`src/rtl/aud_fifo_feeder.sv`:
```
// Purpose : CPU-fed sample FIFO that paces pushes into the codec DAC FIFO, with low-water IRQ.
// Latency : readdata 1 cycle after read; first aud_wrreq 1 cycle after IDLE sees en && count>0 && !full_s.
// Backpressure: codec full is synchronised; after every push the sequencer holds off SYNC_STAGES cycles.
//
// Ports:
//   clk, reset          system clock, asynchronous active-high reset
//   address/write/writedata/read/readdata   Avalon-MM slave (0 DATA, 1 CTRL, 2 STATUS, 3 THRESH)
//   aud_full            codec FIFO full flag (asynchronous to clk)
//   aud_wrreq/aud_data  one-cycle push strobe and sample to the codec FIFO
//   irq                 level interrupt: low-water mark reached or overflow

module aud_fifo_feeder #(
    parameter int DATA_W      = 16,
    parameter int DEPTH_LOG2  = 4,
    parameter int SYNC_STAGES = 2
) (
    input  logic              clk,
    input  logic              reset,
    input  logic [1:0]        address,
    input  logic              write,
    input  logic [31:0]       writedata,
    input  logic              read,
    output logic [31:0]       readdata,
    input  logic              aud_full,
    output logic              aud_wrreq,
    output logic [DATA_W-1:0] aud_data,
    output logic              irq
);

    localparam int DEPTH = 1 << DEPTH_LOG2;
    localparam int PW    = DEPTH_LOG2;
    localparam int CW    = DEPTH_LOG2 + 1;
    localparam int HCW   = (SYNC_STAGES > 1) ? $clog2(SYNC_STAGES) : 1;

    localparam logic [PW-1:0]  PTR_ONE   = 1;
    localparam logic [CW-1:0]  CNT_ONE   = 1;
    localparam logic [CW-1:0]  CNT_FULL  = CW'(DEPTH);
    localparam logic [HCW-1:0] HOLD_ONE  = 1;
    localparam logic [HCW-1:0] HOLD_LAST = HCW'(SYNC_STAGES - 1);

    typedef enum logic [1:0] {
        IDLE = 2'd0,
        PUSH = 2'd1,
        HOLD = 2'd2
    } state_t;

    // ---------------- state ----------------
    logic [DATA_W-1:0]      mem_q [DEPTH];
    logic [PW-1:0]          wr_ptr_q, wr_ptr_d;
    logic [PW-1:0]          rd_ptr_q, rd_ptr_d;
    logic [CW-1:0]          count_q, count_d;
    logic                   en_q, en_d;
    logic                   irq_en_q, irq_en_d;
    logic [CW-1:0]          thresh_q, thresh_d;
    logic                   ovf_q, ovf_d;
    logic                   udr_q, udr_d;
    logic [SYNC_STAGES-1:0] sync_q, sync_d;
    state_t                 state_q, state_d;
    logic [HCW-1:0]         hold_q, hold_d;
    logic [DATA_W-1:0]      last_q, last_d;
    logic [31:0]            rdata_q, rdata_d;
    logic                   irq_q, irq_d;

    // ---------------- decode ----------------
    logic wr_data, wr_ctrl, wr_stat, wr_thr, flush;
    logic push_ok, pop, udr_set, full_s;
    logic [DATA_W-1:0] head;
    logic [31:0] status;
    logic unused_wdata;

    assign wr_data = write && (address == 2'd0);
    assign wr_ctrl = write && (address == 2'd1);
    assign wr_stat = write && (address == 2'd2);
    assign wr_thr  = write && (address == 2'd3);
    assign flush   = wr_ctrl && writedata[2];

    // Only some writedata bits matter for a given parameter set.
    assign unused_wdata = ^writedata;

    assign full_s = sync_q[SYNC_STAGES-1];
    assign head   = mem_q[rd_ptr_q];

    // A DATA write into a full FIFO is dropped even if this cycle also pops.
    assign push_ok = wr_data && (count_q != CNT_FULL);

    // ---------------- sequencer FSM ----------------
    always_comb begin
        state_d = state_q;
        hold_d  = hold_q;
        pop     = 1'b0;
        udr_set = 1'b0;
        unique case (state_q)
            IDLE: begin
                if (en_q && !full_s) begin
                    if (count_q != '0) state_d = PUSH;
                    else               udr_set = 1'b1;
                end
            end
            PUSH: begin
                pop     = 1'b1;
                state_d = HOLD;
                hold_d  = '0;
            end
            HOLD: begin
                // Give a full flag raised by this push time to cross the synchroniser.
                if (hold_q == HOLD_LAST) state_d = IDLE;
                else                     hold_d  = hold_q + HOLD_ONE;
            end
            default: state_d = IDLE;
        endcase
        if (flush) begin
            state_d = IDLE;
            hold_d  = '0;
        end
    end

    // The strobe comes straight from the state flop so reset removes it asynchronously.
    assign aud_wrreq = (state_q == PUSH);
    assign aud_data  = (state_q == PUSH) ? head : last_q;

    // ---------------- datapath / registers ----------------
    always_comb begin
        wr_ptr_d = wr_ptr_q;
        rd_ptr_d = rd_ptr_q;
        count_d  = count_q;
        en_d     = en_q;
        irq_en_d = irq_en_q;
        thresh_d = thresh_q;
        ovf_d    = ovf_q;
        udr_d    = udr_q;
        last_d   = last_q;
        rdata_d  = rdata_q;
        status   = '0;

        if (push_ok) wr_ptr_d = wr_ptr_q + PTR_ONE;
        if (pop) begin
            rd_ptr_d = rd_ptr_q + PTR_ONE;
            last_d   = head;
        end
        unique case ({push_ok, pop})
            2'b10:   count_d = count_q + CNT_ONE;
            2'b01:   count_d = count_q - CNT_ONE;
            default: count_d = count_q;
        endcase
        if (flush) begin
            wr_ptr_d = '0;
            rd_ptr_d = '0;
            count_d  = '0;
        end

        if (wr_ctrl) begin
            en_d     = writedata[0];
            irq_en_d = writedata[1];
        end
        if (wr_thr) thresh_d = writedata[CW-1:0];

        // Clears apply first so a simultaneous set event is never lost.
        if (wr_stat && writedata[16]) ovf_d = 1'b0;
        if (wr_stat && writedata[17]) udr_d = 1'b0;
        if (wr_data && !push_ok)      ovf_d = 1'b1;
        if (udr_set)                  udr_d = 1'b1;

        status[17]      = udr_q;
        status[16]      = ovf_q;
        status[9]       = (count_q == '0);
        status[8]       = (count_q == CNT_FULL);
        status[CW-1:0]  = count_q;

        if (read) begin
            unique case (address)
                2'd0:    rdata_d = '0;
                2'd1:    rdata_d = {30'd0, irq_en_q, en_q};
                2'd2:    rdata_d = status;
                default: rdata_d = 32'(thresh_q);
            endcase
        end
    end

    // Computed from next-state values so irq tracks register writes without an extra cycle.
    assign irq_d = irq_en_d && en_d && ((count_d <= thresh_d) || ovf_d);

    always_comb begin
        sync_d    = sync_q;
        sync_d[0] = aud_full;
        for (int i = 1; i < SYNC_STAGES; i++) sync_d[i] = sync_q[i-1];
    end

    always_ff @(posedge clk or posedge reset) begin
        if (reset) begin
            for (int i = 0; i < DEPTH; i++) mem_q[i] <= '0;
            wr_ptr_q <= '0;
            rd_ptr_q <= '0;
            count_q  <= '0;
            en_q     <= 1'b0;
            irq_en_q <= 1'b0;
            thresh_q <= '0;
            ovf_q    <= 1'b0;
            udr_q    <= 1'b0;
            sync_q   <= '0;
            state_q  <= IDLE;
            hold_q   <= '0;
            last_q   <= '0;
            rdata_q  <= '0;
            irq_q    <= 1'b0;
        end else begin
            if (push_ok) mem_q[wr_ptr_q] <= writedata[DATA_W-1:0];
            wr_ptr_q <= wr_ptr_d;
            rd_ptr_q <= rd_ptr_d;
            count_q  <= count_d;
            en_q     <= en_d;
            irq_en_q <= irq_en_d;
            thresh_q <= thresh_d;
            ovf_q    <= ovf_d;
            udr_q    <= udr_d;
            sync_q   <= sync_d;
            state_q  <= state_d;
            hold_q   <= hold_d;
            last_q   <= last_d;
            rdata_q  <= rdata_d;
            irq_q    <= irq_d;
        end
    end

    assign readdata = rdata_q;
    assign irq      = irq_q;

endmodule
```
`config.mk`:
```
export PLATFORM = sky130hd
export DESIGN_NAME = aud_fifo_feeder
export DESIGN_NICKNAME = d
export VERILOG_FILES = /design/src/rtl/aud_fifo_feeder.sv
export SDC_FILE = /design/constraint.sdc
export NUM_CORES = 1
export LEC_CHECK = 0
export BUFFER_PORTS_ARGS = -buffer_cell sky130_fd_sc_hd__buf_4
export CAP_MARGIN = 20
export CORE_MARGIN = 2
export CORE_UTILIZATION = 55
export CTS_CLUSTER_DIAMETER = 80
export DETAILED_ROUTE_END_ITERATION = 12
export PLACE_DENSITY = 0.84
export SETUP_SLACK_MARGIN = 0.5
export SLEW_MARGIN = 20
export SYNTH_ARGS = -nofsm -noshare
export SYNTH_HDL_FRONTEND = slang
export SYNTH_SLANG_ARGS = --single-unit
```
`constraint.sdc`:
```
create_clock -name clk -period 11.1 [get_ports clk]
set_input_delay 2.22 -clock clk [delete_from_list [all_inputs] [get_ports clk]]
set_output_delay 2.22 -clock clk [all_outputs]
set_load 0.02 [all_outputs]
```
==> impl_metrics.ini, run 1 <==
[sta]
final.min_clock_period_ns = 5.81
min_period_over_period_pct = 52.3
finalMaxSlewViolations = 0
rsz0062_at_grt = no
finClkSkew_ns = 0.0127
max_freq_ghz = 0.172
max_slew_margin_pct = 23.6
hold_violations = 0
fin_tns_setup_ns = 0
worst_slew_pin_slew_ns = 1.14
setup_viol_count_final = 0

[clocking]
clock_latency_ns = 0.52
numClockSinks = 309
postCtsResizedCells = 0
cts_tree = built
cts_root_buf = clkbuf_16
cts_setup_buffers = 0
cts_buffers = 34
path_clk_slew_ns = 0.06
cts_max_level = 2
cts_buffer_depth = 3
holdBufCountCts = 0

[synth]
synth_edf_count = 0
muxShareOfSynthArea_pct = 34.4
postSynth.topFlopCell = dfrtp_1
synth-seq-cells = 309
yosys_warnings = 0
synthAdderAreaFrac_pct = 1.05
synth_seq_area_share_pct = 53.8
syn_area_per_cell_um2 = 15.0
synthXorXnorAreaFrac_pct = 0.671
synthCells = 955
synth_top_family_by_area = multiplexers
synthSimpleGateAreaFrac_pct = 4.67
synth_compound_area_share_pct = 1.59
netlist_area_um2 = 14400
ys_types = 47
synth-async-reset-ratio_pct = 100

[setup_path]
start_kind = register
r2r.worst_path.cells = 16
crit_path_end_kind = output port
required_ns = 8.88
critPathMaxFanout = 45
r2r_start = state_q[1]
r2r-end = irq
worstSetupPathType = reg -> out
arrival_ns = 3.59
ff2ff_setup_slack_ns = 6.66

[floorplan]
die_h_um = 166
core_area_um2 = 25800
fp-row-count = 59
die_x_um = 166
die-area_um2 = 27400
ios = 89
initial_core_util_pct = 55.6

[global_route]
grt_usage_pct = 23.6
grt_remaining_overflow = 0
grt_pass1_vias = 8422
grt_max_degree = 82
antenna_found_initial = 0
grt_pass1_wl_um = 48100

[route]
wl_met2_um = 15700
vias_per_cell = 5.93
drtIter0Drc = 606
drt_first_pass_iters = 6
antenna_left = 0
avgRoutedWirePerCell_um = 22.8
wl_met3_um = 1430
wl_met1_um = 12900
totalWireLength_um = 30800
routed.top_layer = met4
drc_errors = 0
vias = 7988

[flow_run]
cap_violations = 0

[hold_path]
timing.hold.worst.start = sync_q[0]
holdPathStages = 0
min_path_type = reg -> reg
min_to = sync_q[1]

[placement]
placed_cells = 1283
portBuffers = 51
gp_congestion = 0.812
place_area_um2 = 14900
dpl.hpwl_um = 17300

[cells_and_area]
final_core_util_pct = 62.1
layout_common_cells = dfrtp_1 (306), mux2_2 (217), mux4_2 (80), nand2_1 (68), buf_4 (60)
instances_no_fill = 1346
finalInstanceArea_um2 = 16000
antennaDiodeCount = 0
drive_gt1_share_pct = 47.0
syn_to_final_growth_pct = 11.7
nNetsFinal = 1038
final_common_cell = dfrtp_1
fill_cells = 1860

[pwr]
power_density_nw_per_um2 = 229
vdd_drop_max_mv = 0.148
power_leakage_nw = 7.87

[outcome]
status = completed
==> worst max-delay path, stage by stage, from the launching register on <==
cell and delay (ns):
dfrtp_4 0.73, buf_4 0.82, mux4_2 0.60, mux4_2 0.47, nand2_1 0.13, nand2_1 0.13
buf_4 0.18
==> state kept, by name, summed over array words and instances, names as in the netlist, 2 cells and up <==
name	cells
sync_q	2
thresh_q	5
readdata	9
mem_q	256
last_q	16
wr_ptr_q	4
rd_ptr_q	4
state_q	2
count_q	5
==> synthesized netlist by cell type (3+ instances only) <==
cell type,instances,area share (%)
buf_4,23,1.2
nand4_1,4,0.17
nor2_1,21,0.55
nand2_4,4,0.31
nor2b_1,5,0.22
mux2i_1,9,0.63
nand4_2,3,0.26
buf_2,17,0.59
mux4_2,80,13
o22ai_1,3,0.13
clkbuf_1,38,0.99
nand2_1,68,1.8
mux2_2,217,17
buf_1,7,0.18
nand3_1,6,0.21
inv_1,18,0.47
xor2_1,7,0.43
a21oi_1,11,0.38
xnor2_1,4,0.24
ha_1,12,1.0
nand2_2,4,0.17
dfrtp_1,309,54
o21ai_0,14,0.49
mux2_4,40,4.2
buf_6,4,0.31
==> area by class of cell <==
| cell class | instances | area [um2] | share of cell area, % |
|---|---|---|---|
| Clock buffer | 53 | 1070 | 6.65 |
| Tap cell | 335 | 419 | 2.61 |
| Sequential cell | 309 | 7740 | 48.3 |
| Multi-Input combinational cell | 560 | 6170 | 38.5 |
| Timing Repair Buffer | 63 | 508 | 3.17 |
| Inverter | 19 | 75.1 | 0.468 |
| Clock inverter | 7 | 60.1 | 0.375 |
==> stage by stage <==
step | hold WS (ns) | worst slack (ns) | power (mW)
3_3_place_gp | 0.336 | 5.30 | 2.50
5_1_grt | 0.364 | 5.09 | 3.85
3_5_place_dp | 0.342 | 5.22 | 2.55
6_report | 0.349 | 5.29 | 3.67
4_1_cts | 0.355 | 5.22 | 3.69
2_1_floorplan | 0.331 | 4.77 | 2.29
==> kinds of logic after synthesis <==
logic type | Yosys count
multiplexers | 346
flip-flops | 309
AND/OR/NAND/NOR | 130
buffers and inverters | 108
AO/OA/AOI/OAI | 38
adder cells (fa/ha/maj) | 12
XOR/XNOR | 11
other | 1
==> worst max-delay path by stage <==
stage           startpoint            to  slack [ns]
2_1_floorplan        reset    count_q[0]        4.77
4_1_cts        rd_ptr_q[0]  aud_data[15]        5.22
3_5_place_dp    address[0]           irq        5.22
6_report       rd_ptr_q[0]  aud_data[15]        5.29
3_3_place_gp    address[0]           irq        5.30
5_1_grt        rd_ptr_q[0]  aud_data[15]        5.09
==> where the power goes <==
part           switching (mW)  total, mW  internal (mW)
Combinational           0.453      0.988          0.534
Sequential              0.178       1.55           1.37
Clock                   0.449       1.13          0.683
==> per-layer routing <==
metal	track usage (%)	vias to the layer above
met5	0	-
met4	7.37	0
met3	4.15	57
met2	39.9	193
met1	31.3	4248
li1	-	3490
Power figures use the tool's default switching activity.
==> run 2: changes to the inputs <==
ABC_AREA = 1   (was not set)
PLACE_DENSITY = 0.81   (was 0.84)
clock period = 6.1 ns   (was 11.1 ns; I/O delays follow)
==> run 2 against run 1 <==
Net effect: via count up 43%; cell count increased by 44%; first-iteration DRC count up 120%; synthesized cell count is 69% higher; hold slack worse by 0.0090 ns; global-route usage is 3.0 points higher; register-to-register slack worse by 3.6 ns.
==> impl_metrics.ini, run 2 <==
[outcome]
status = completed

[synth]
synth_area_leader_cell = dfrtp_1
yosys_warnings = 0
syn_area_per_cell_um2 = 8.80
synthCells = 1613
synth_seq_area_share_pct = 54.4
yosys-top-cells-area = dfrtp_1 (54%), nand2_1 (9.8%), o21ai_0 (7.8%)
ys_types = 37
netlist_area_um2 = 14200
synth-async-reset-ratio_pct = 100
synth_edf_count = 0
yosysTopAreaCellShare_pct = 54.4
postSynth.topFlopCell = dfrtp_1
synth-seq-cells = 309
yosysMostFrequentCell = nand2_1
ys_top_cells_by_count = nand2_1 (372), dfrtp_1 (309), o21ai_0 (221)

[placement]
gp_congestion = 0.851
portBuffers = 51
placed_cells = 1886
dpl.hpwl_um = 20300

[setup_path]
crit_slowest_cell = inv_4
crit_chain = inv_4 > buf_4 > nor2_1 > o221ai_1 > nand3_1 > nand2_1 > nand2_1 > nand2_1 > buf_4
crit_path_end_kind = output port
crit_top_cell = nand2_1
worstSetupPathType = reg -> out
required_ns = 4.88
arrival_ns = 3.64
ff2ff_setup_slack_ns = 3.05
cp_slowest_stage_delay_ns = 0.82
r2r_start = count_q[1]
critPathMaxFanout = 93
r2r-end = irq
r2r.worst_path.cells = 18
start_kind = register

[cells_and_area]
drive_gt1_share_pct = 8.64
largest_reg_flops = 256
final_core_util_pct = 61.4
layout_common_cells = nand2_1 (372), dfrtp_1 (307), o21ai_0 (221), nor2_1 (144), o21ai_1 (115)
syn_to_final_growth_pct = 9.21
nNetsFinal = 1640
instances_no_fill = 1939
largest_register = mem_q
fill_cells = 2115
final_common_cell = nand2_1
antennaDiodeCount = 0

[route]
vias = 11390
drtIter0Drc = 1328
totalWireLength_um = 34900
avgRoutedWirePerCell_um = 18.0
drc_errors = 0
drt_first_pass_iters = 6
antenna_left = 0
vias_per_cell = 5.87

[clocking]
cts_buffer_depth = 3
postCtsResizedCells = 0
cts_max_level = 1
cts_setup_buffers = 0
holdBufCountCts = 0
cts_tree = built
clock_latency_ns = 0.56
path_clk_slew_ns = 0.06
cts_buffers = 31
numClockSinks = 309
cts_root_buf = clkbuf_16

[flow_run]
cap_violations = 0

[hold_path]
min_path_type = reg -> reg
min_to = sync_q[1]
timing.hold.worst.start = sync_q[0]
holdPathStages = 0

[global_route]
grt_remaining_overflow = 0
grt_pass1_vias = 10949
antenna_found_initial = 0
grt_pass1_wl_um = 56600
grt_max_degree = 163
grt_usage_pct = 26.5

[sta]
finClkSkew_ns = 0.00781
rsz0062_at_grt = no
setup_viol_count_final = 0
min_period_over_period_pct = 79.6
final.min_clock_period_ns = 4.86
finalMaxSlewViolations = 0
max_slew_margin_pct = 32.2
fin_tns_setup_ns = 0
max_freq_ghz = 0.206
hold_violations = 0
worst_slew_pin_slew_ns = 1.02

[floorplan]
initial_core_util_pct = 56.2
die_x_um = 165
core_area_um2 = 25300
die-area_um2 = 27100
die_h_um = 165
fp-row-count = 58
ios = 89

[pwr]
power_density_nw_per_um2 = 501
vdd_drop_max_mv = 0.369
total_power_mw = 7.77
power_leakage_nw = 7.26
[run 2: cell types whose count changed after synthesis, moves of 40 or more]
cell	delta
nand2_1	+304
mux2_2	-217
o21ai_0	+207
nor2_1	+124
o21ai_1	+115
mux4_2	-80
o221ai_1	+66
o21bai_1	+64
clkbuf_1	+44
nand3_1	+44
mux2_4	-40
[run 2: cells by family after synthesis]
group	count (synthesis)	synth area share [%]
XOR/XNOR	6	0.370
AO/OA/AOI/OAI	484	20.1
adder cells (fa/ha/maj)	12	1.06
flip-flops	309	54.4
buffers and inverters	206	6.51
other	1	0.0264
AND/OR/NAND/NOR	595	17.5
[run 2: power by group]
part           leakage, nW  switching (mW)  internal (mW)
Sequential            4.09           0.535           2.78
Combinational         2.69            1.64           1.01
Clock                0.483           0.776           1.02
[run 2: how the worst max path moves through the flow]
stage | startpoint | cells past startpoint | end
final | rd_ptr_q[0] | 9 | aud_data[13]
after detailed placement | rd_ptr_q[0] | 9 | aud_data[13]
after global placement | rd_ptr_q[0] | 9 | aud_data[11]
after global routing | rd_ptr_q[0] | 9 | aud_data[11]
after floorplan | reset | 1 | count_q[0]
after CTS | rd_ptr_q[0] | 9 | aud_data[13]
[run 2: per-layer routing]
| layer | track usage, % | wire (um) | vias to the layer above |
|---|---|---|---|
| met4 | 9.13 | 997 | 0 |
| met5 | 0 | 0 | - |
| met3 | 4.07 | 2340 | 87 |
| met2 | 44.5 | 17100 | 419 |
| li1 | - | - | 5370 |
| met1 | 35.4 | 14500 | 5514 |
[run 2: area by class of cell]
class | instances | area (um2) | area share, %
multi-input cells | 1120 | 5630 | 36.3
clock inverters | 9 | 51.3 | 0.331
inverters | 57 | 223 | 1.44
clock buffers | 44 | 905 | 5.83
flip-flops and latches | 309 | 7740 | 49.9
repair buffers | 70 | 551 | 3.55
well taps | 330 | 413 | 2.66
[run 2: critical path, delay by kind of cell, from the launching register on]
kind / cells / cell delay (ns)
buffers and inverters: 3 / 1.48
flip-flops: 1 / 0.77
AND/OR/NAND/NOR: 5 / 0.52
AO/OA/AOI/OAI: 1 / 0.22
[run 2: stage by stage]
stage	hold WS [ns]	instance area [um2]	setup slack (ns)
CTS	0.342	15500	1.28
global route	0.342	15500	1.06
finish	0.340	15500	1.24
global placement	0.336	14600	1.92
floorplan	0.331	14300	0.767
detailed placement	0.335	14600	1.87
==> run 3: changes to the inputs <==
clock period = 4.9 ns   (was 6.1 ns; I/O delays follow)
==> run 3 against run 2 <==
Net effect: power up 26%; final area up 0.73%; clock power up 31%; utilization up 0.45 points; clock-buffer cell count unchanged; largest cell class unchanged; highest routed layer unchanged.
==> impl_metrics.ini, run 3 (synthesis gave the netlist of run 2 again) <==
[clocking]
cts_root_buf = clkbuf_16
cts_buffers = 30
postCtsResizedCells = 0
cts_max_level = 1
path_clk_slew_ns = 0.06
holdBufCountCts = 0
numClockSinks = 309
cts_setup_buffers = 0
cts_buffer_depth = 3
cts_tree = built
clock_latency_ns = 0.55

[sta]
fin_tns_setup_ns = 0
rsz0062_at_grt = no
min_period_over_period_pct = 81.7
max_slew_margin_pct = 37.3
timing.hold.ws_ns = 0.351
final.min_clock_period_ns = 4.00
hold_violations = 0
max_freq_ghz = 0.250
finClkSkew_ns = 0.00920
worst_slew_pin_slew_ns = 0.939
finalMaxSlewViolations = 0
setup_viol_count_final = 0

[route]
drtIter0Drc = 1325
totalWireLength_um = 36000
wl_met2_um = 17400
wl_met1_um = 15200
avgRoutedWirePerCell_um = 18.5
antenna_left = 0
drc_errors = 0
vias = 11504
wl_met3_um = 2480
drt_first_pass_iters = 6
vias_per_cell = 5.92
routed.top_layer = met4

[global_route]
grt_pass1_wl_um = 58900
antenna_found_initial = 0
grt_max_degree = 118
grt_remaining_overflow = 0
grt_pass1_vias = 11126
grt_usage_pct = 27.7

[floorplan]
core_area_um2 = 25300
die_h_um = 165
fp-row-count = 58
ios = 89
die_x_um = 165
die-area_um2 = 27100
initial_core_util_pct = 56.2

[setup_path]
worstSetupPathType = reg -> out
critPathMaxFanout = 73
arrival_ns = 3.02
ff2ff_setup_slack_ns = 1.76
crit_path_end_kind = output port
r2r_start = count_q[0]
r2r-end = irq
r2r.worst_path.cells = 19
start_kind = register
required_ns = 3.92

[cells_and_area]
syn_to_final_growth_pct = 10.0
antennaDiodeCount = 0
layout_common_cells = nand2_1 (372), dfrtp_1 (307), o21ai_0 (221), nor2_1 (144), o21ai_1 (115)
final_common_cell = nand2_1
largest_register = mem_q
final_core_util_pct = 61.9
largest_reg_flops = 256
drive_gt1_share_pct = 8.68
nNetsFinal = 1641
fill_cells = 2117

[hold_path]
min_path_type = reg -> reg
timing.hold.worst.start = sync_q[0]
min_to = sync_q[1]
holdPathStages = 0

[flow_run]
cap_violations = 0

[pwr]
vdd_drop_max_mv = 0.441
power_density_nw_per_um2 = 629
power_leakage_nw = 7.30

[outcome]
status = completed

[placement]
portBuffers = 51
gp_congestion = 0.892
dpl.hpwl_um = 20300
run 3: cell types whose count changed in the layout (fill, tap and decap cells not counted), sizes merged:
cell / before / now
buf: 70 / 72
bufinv: 0 / 3
clkinv: 9 / 8
inv: 56 / 55
run 3: final cells by class:
class / instances / area (um2) / area share (%)
Clock inverter: 10 / 129 / 0.825
Multi-Input combinational cell: 1120 / 5630 / 36.0
Tap cell: 330 / 413 / 2.64
Inverter: 57 / 223 / 1.43
Timing Repair Buffer: 72 / 607 / 3.88
Clock buffer: 44 / 885 / 5.66
Sequential cell: 309 / 7740 / 49.5
run 3: metal layers:
| metal | GRT usage, % | up-vias |
|---|---|---|
| li1 | - | 5356 |
| met1 | 37.9 | 5619 |
| met2 | 46.3 | 451 |
| met3 | 3.67 | 78 |
| met4 | 8.58 | 0 |
| met5 | 0 | - |
run 3: power breakdown:
part | switching, mW | internal (mW) | total [mW]
sequential | 0.563 | 3.47 | 4.03
clock | 0.960 | 1.40 | 2.36
combinational | 2.16 | 1.27 | 3.43
total | 3.69 | 6.14 | 9.82
run 3: worst max path at each step:
| stage | from | cells past startpoint | to | slack, ns |
|---|---|---|---|---|
| after floorplan | reset | 1 | count_q[0] | -0.19 |
| after global placement | rd_ptr_q[0] | 8 | aud_data[8] | 1.34 |
| after detailed placement | rd_ptr_q[0] | 8 | aud_data[8] | 1.29 |
| after CTS | rd_ptr_q[0] | 8 | aud_data[12] | 0.68 |
| after global routing | rd_ptr_q[0] | 8 | aud_data[8] | 0.70 |
| final | rd_ptr_q[0] | 9 | aud_data[6] | 0.90 |
run 3: worst max-delay path, cell delays in order, from the launching register on:
cell,delay (ns)
dfrtp_4,0.58
inv_4,0.62
buf_12,0.35
nor2_1,0.08
o221ai_1,0.21
nand3_1,0.12
nand2_1,0.18
nand2_1,0.07
nand2_1,0.10
buf_4,0.15
run 3: through the flow:
stage	cell area, um2	std cells	power, mW	setup slack, ns
after floorplan	14300	1635	6.44	-0.193
after global placement	14600	1888	7.27	1.34
after detailed placement	14600	1888	7.42	1.29
after CTS	15600	1942	9.81	0.676
after global routing	15600	1942	10.5	0.699
final	15600	1942	9.82	0.895
